File: src/rtl/m__mips_pkg.sv
// Shared definitions for the MIPS pipeline blocks.
//   fetch_state_t : instruction-fetch FSM states
//   NOP           : all-zero instruction word (sll $0,$0,0) used as the bubble
//   PC_INCR       : sequential program-counter step
//   word_align()  : clears the byte-offset bits of an address
package m__mips_pkg;

    typedef enum logic [1:0] {
        S_IDLE = 2'd0,
        S_REQ  = 2'd1,
        S_FULL = 2'd2,
        S_DROP = 2'd3
    } fetch_state_t;

    localparam logic [31:0] NOP     = 32'h0000_0000;
    localparam logic [31:0] PC_INCR = 32'd4;

    function automatic logic [31:0] word_align(input logic [31:0] addr);
        return addr & ~32'h0000_0003;
    endfunction

endpackage

File: src/rtl/m__instr_fetch.sv
// Instruction-fetch stage of the 5-stage MIPS pipeline.
// Owns the program counter, fetches words from instruction memory over a
// req/ack handshake and holds one fetched instruction for the IF/ID register.
// Redirects flush the buffer, drop any in-flight fetch and restart at the target.
//
// Ports:
//   clock__i        pipeline clock (rising edge)
//   reset_n__i      asynchronous active-low reset
//   hazard__i       1 = IF/ID consumes the presented instruction this cycle
//   redirect__i     branch/jump taken, restart at redirect_pc__i
//   redirect_pc__i  redirect target (byte offset ignored)
//   imem_req__o     fetch request
//   imem_addr__o    fetch word address
//   imem_ack__i     memory accepts the request and returns data this cycle
//   imem_data__i    fetched instruction (valid with imem_ack__i)
//   PC_4__o         PC+4 of the presented instruction, 0 when empty
//   instr__o        presented instruction, NOP when empty
//   valid__o        buffer holds a valid instruction
//   flush__o        flush to IF/ID, follows redirect__i
module m__instr_fetch
    import m__mips_pkg::*;
#(
    parameter logic [31:0] RESET_PC = 32'h0000_0000
) (
    input  logic        clock__i,
    input  logic        reset_n__i,
    input  logic        hazard__i,
    input  logic        redirect__i,
    input  logic [31:0] redirect_pc__i,
    output logic        imem_req__o,
    output logic [31:0] imem_addr__o,
    input  logic        imem_ack__i,
    input  logic [31:0] imem_data__i,
    output logic [31:0] PC_4__o,
    output logic [31:0] instr__o,
    output logic        valid__o,
    output logic        flush__o
);

    fetch_state_t state_q;
    logic [31:0]  pc_q;
    logic [31:0]  drop_addr_q;   // address of the abandoned fetch, held until its ack
    logic [31:0]  buf_instr_q;
    logic [31:0]  buf_pc4_q;
    logic         buf_valid_q;

    logic [31:0]  pc_inc;
    logic         fetch_req;

    assign pc_inc = pc_q + PC_INCR;   // wraps modulo 2^32

    // In S_FULL a request only goes out once the presented instruction is
    // consumed; if it is not acked that cycle the FSM moves to S_REQ and the
    // same request is kept up, so req/addr stay stable until ack.
    assign fetch_req = (state_q == S_REQ) || (state_q == S_DROP) ||
                       ((state_q == S_FULL) && hazard__i);

    assign imem_req__o  = fetch_req;
    assign imem_addr__o = (state_q == S_DROP) ? drop_addr_q : pc_q;
    assign flush__o     = redirect__i;

    // Buffer contents are cleared whenever it is invalidated, so the
    // presented outputs come straight from registers.
    assign instr__o = buf_instr_q;
    assign PC_4__o  = buf_pc4_q;
    assign valid__o = buf_valid_q;

    always_ff @(posedge clock__i or negedge reset_n__i) begin
        if (!reset_n__i) begin
            state_q     <= S_IDLE;
            pc_q        <= RESET_PC;
            drop_addr_q <= RESET_PC;
            buf_instr_q <= NOP;
            buf_pc4_q   <= NOP;
            buf_valid_q <= 1'b0;
        end else if (redirect__i && (state_q != S_IDLE)) begin
            pc_q        <= word_align(redirect_pc__i);
            buf_valid_q <= 1'b0;
            buf_instr_q <= NOP;
            buf_pc4_q   <= NOP;
            if (fetch_req && !imem_ack__i) begin
                // Outstanding fetch must be completed on the bus, then dropped.
                // In S_DROP imem_addr__o already is drop_addr_q, so it is kept.
                state_q     <= S_DROP;
                drop_addr_q <= imem_addr__o;
            end else begin
                state_q <= S_REQ;
            end
        end else begin
            case (state_q)
                S_IDLE: begin
                    if (redirect__i) begin
                        pc_q <= word_align(redirect_pc__i);
                    end
                    state_q <= S_REQ;
                end
                S_REQ: begin
                    if (imem_ack__i) begin
                        buf_instr_q <= imem_data__i;
                        buf_pc4_q   <= pc_inc;
                        buf_valid_q <= 1'b1;
                        pc_q        <= pc_inc;
                        state_q     <= S_FULL;
                    end
                end
                S_FULL: begin
                    if (hazard__i) begin
                        if (imem_ack__i) begin
                            buf_instr_q <= imem_data__i;
                            buf_pc4_q   <= pc_inc;
                            pc_q        <= pc_inc;
                        end else begin
                            buf_valid_q <= 1'b0;
                            buf_instr_q <= NOP;
                            buf_pc4_q   <= NOP;
                            state_q     <= S_REQ;
                        end
                    end
                end
                S_DROP: begin
                    if (imem_ack__i) begin
                        state_q <= S_REQ;
                    end
                end
                default: begin
                    state_q <= S_IDLE;
                end
            endcase
        end
    end

endmodule

File: config.mk
export PLATFORM = sky130hd
export DESIGN_NAME = m__instr_fetch
export DESIGN_NICKNAME = d
export VERILOG_FILES = /design/src/rtl/m__mips_pkg.sv /design/src/rtl/m__instr_fetch.sv
export SDC_FILE = /design/constraint.sdc
export NUM_CORES = 1
export LEC_CHECK = 0
export CORE_MARGIN = 5
export CORE_UTILIZATION = 49
export CTS_CLUSTER_DIAMETER = 50
export DETAILED_ROUTE_END_ITERATION = 10
export PLACE_DENSITY_LB_ADDON = 0.1
export SLEW_MARGIN = 40
export SYNTH_ARGS = -nofsm -noshare
export SYNTH_HDL_FRONTEND = slang
export SYNTH_SLANG_ARGS = --single-unit
File: constraint.sdc
create_clock -name clock__i -period 2.95 [get_ports clock__i]
set_clock_uncertainty 0.1 [all_clocks]
set_input_delay 0.7375 -clock clock__i [delete_from_list [all_inputs] [get_ports clock__i]]
set_output_delay 0.7375 -clock clock__i [all_outputs]
set_load 0.05 [all_outputs]
==> flow_metrics.tcl, run 1 <==
set metrics [dict create \
    core_area_sq_mm 0.0127 \
    synth_area_per_cell_sq_um 10.6 \
    grt-ovfl-total 0 \
    fin_nets 824 \
    finalSetupViolCount 0 \
    grt_pass1_vias 5351 \
    grt_pass1_wl_um 29300 \
    synthTopCellsByArea "dfrtp_1, mux2_2, a22o_1, o21ai_0, nand2_1" \
    netSwitchingFraction 0.453 \
    cts_resized 0 \
    grt_max_degree 58 \
    met2_usage 0.360 \
    synth_top_family_by_area "compound AO/OA/AOI/OAI gates" \
    portBuffers 165 \
    final_util 0.722 \
    drt_pass1_iterations 6 \
    powerDensity_mw_per_mm2 1450 \
    final_common_cell "clkdlybuf4s50_1" \
    postCtsHoldBufs 0 \
    p_seq_frac 0.241 \
    antenna_found_initial 0 \
    dieArea_sq_mm 0.0155 \
    ys_types 57 \
    synth-simple-area-share 0.133 \
    numCtsBuffers 17 \
    cap_violations 0 \
    maxSlewViolCount 0 \
    cp_max_fo 27 \
    crit_path_start_kind "flip-flop" \
    routed_wl_um 18000 \
    fin_area_sq_mm 0.00919 \
    intPower_mw 7.31 \
    cp-end-kind "output port" \
    drtIter0Drc 393 \
    clock.fmax_ghz 0.354 \
    synth_top_area_cell "dfrtp_1" \
    grt_use_total 0.234 \
    async_flop_share 1.00 \
    met3_usage 0.0587 \
    clk_pin_slew_ps 50 \
    synth_area_sq_mm 0.00641 \
    timing.hold.ws_ps 158 \
    p_sw_mw 6.05 \
    ys_seq_area_frac 0.500 \
    finalNonFillerCells 935 \
    timing.final.ws_setup_ps 129 \
    synth_edf_count 0 \
    hold_path_class "in2async" \
    ys_warn_count 0 \
    clkPwrFrac 0.165 \
    synth_fa_ha_area_frac 0.00976 \
    num_vias 5335 \
    placed_cell_area_sq_mm 0.00856 \
    worst_ep_required_time_ps 2110 \
    die_h_um 124 \
    start_util 0.504 \
    row_count 41 \
    hold_viol_final 0 \
    final_cell_mix "clkdlybuf4s50_1, dfrtp_1, nand2_1, mux2_2, o21ai_0" \
    drcViolationCount 0 \
    insertion_delay_ps 420 \
    cts_buffer_depth 2 \
    area_growth_pct 43.2 \
    die_w_um 124 \
    worstMarginPinSlew_ps 652 \
    drive_gt1_frac 0.197 \
    n_antenna_cell 0 \
    grt_use_met1 0.329 \
    synth.area.mux_share 0.103 \
    netlist_instances 604 \
    ir_worst_vdd_mv 1.19 \
    status "finished, final reports clean" \
    synth_xor_area_frac 0.0382 \
    rsz0062_at_grt "no" \
    min_period_ps 2820 \
    ys_ff_latch 128 \
    htree_levels 4 \
    slew_headroom 0.562 \
    place_inst 903 \
    fin_setup_tns_ps 0 \
    post_cts_buffers 0 \
    p_comb_frac 0.594 \
    gp_congestion 0.827 \
    clock-sinks 128 \
    busiest_layer "met2" \
    vias_per_cell 5.71 \
    p_total_mw 13.4 \
    dpl.hpwl_um 13000 \
    yosysTopAreaCellShare 0.500 \
    arrival_ps 1980 \
    synth_nets 678 \
    synth_compound_area_frac 0.171 \
    power.leakage_nw 3.82 \
    drt.antenna.violating_nets 0 \
    root_buffer "clkbuf_16" \
    ios 168 \
    dp_slack_ps 196 \
    fin_crit_sh 0.956 \
    routedWlPerCell_um 19.2 \
    tritoncts "yes" \
    path_class "reg2out" \
    synth_ff_type "dfrtp_1" \
]
==> critical path, cell delays in order (launching register included) <==
cell	delay (ps)
dfrtp_1	430
ha_1	240
buf_4	230
o21ai_0	450
buf_12	200
==> final cells by class <==
class	count	area, sq um
tap	172	215
multi-input combinational	418	2940
clock inverter	11	161
inverter	6	22.5
timing repair buffer	179	2180
clock buffer	21	460
fill	966	3540
sequential	128	3200
==> synthesized netlist by cell type, types with 3 or more instances <==
library cell and instances:
inv_1 5, nor4_1 3, nand2_1 63, dfrtp_1 128, xor2_1 11, o2bb2ai_1 7, o21ai_0 49, a31oi_1 4
nand4_1 11, a21oi_1 28, buf_4 6, mux2_2 58, a2bb2oi_1 9, nor2_1 21, and3_1 5, ha_1 5
nor3_1 6, buf_2 11, o22a_1 4, and4_1 4, clkbuf_1 25, nand3_1 14, a22oi_1 6, o22ai_1 10
xnor2_1 17, a22o_1 34, or3_1 3, and2_1 9, nand2b_1 6, buf_1 6, o21a_1 4
==> metal layers <==
layer / part of all wire / vias up
met5: 0 / -
met4: 0.013 / 0
met3: 0.057 / 23
met2: 0.47 / 217
met1: 0.46 / 2603
li1: - / 2492
==> power groups by stage <==
stage	logic (mW)	registers, mW	clock network, mW
floorplan	4.26	3.81	0
finish	7.94	3.22	2.20
global route	8.41	3.32	2.31
detailed placement	7.93	3.22	0
CTS	7.98	3.20	2.23
global placement	7.78	3.17	0
==> path summary, 6_finish.rpt <==
path,from,end,slack [ps],cells after the start
hold reg to reg,PC_4__o[24],PC_4__o[24],380,2
min in group clock__i,PC_4__o[24],PC_4__o[24],380,2
setup / recovery,state_q[0],imem_addr__o[10],130,4
setup reg to reg,pc_q[2],PC_4__o[26],520,6
max in group asynchronous,reset_n__i,drop_addr_q[18],1950,2
hold / removal,reset_n__i,instr__o[10],160,1
==> state kept, by name, summed over array words and instances (netlist names) <==
register and count:
drop_addr_q 32, instr__o 32, pc_q 30, state_q 2
valid__o 1, PC_4__o 31
==> cell families after synthesis <==
| logic type | after synthesis |
|---|---|
| flip-flops | 128 |
| AO/OA/AOI/OAI | 165 |
| multiplexers | 59 |
| buffers and inverters | 58 |
| adder cells (fa/ha/maj) | 5 |
| AND/OR/NAND/NOR | 161 |
| XOR/XNOR | 28 |
Note: power is estimated with default switching activity, not from simulation.
==> inputs of run 2 (changes only) <==
--- a/config.mk
+++ b/config.mk
@@ -10,7 +10,6 @@
 export CTS_CLUSTER_DIAMETER = 50
 export DETAILED_ROUTE_END_ITERATION = 10
 export PLACE_DENSITY_LB_ADDON = 0.1
-export SLEW_MARGIN = 40
 export SYNTH_ARGS = -nofsm -noshare
 export SYNTH_HDL_FRONTEND = slang
 export SYNTH_SLANG_ARGS = --single-unit
==> results of run 2 <==
No change in the layout: final DEF, timing and power equal those of run 1.
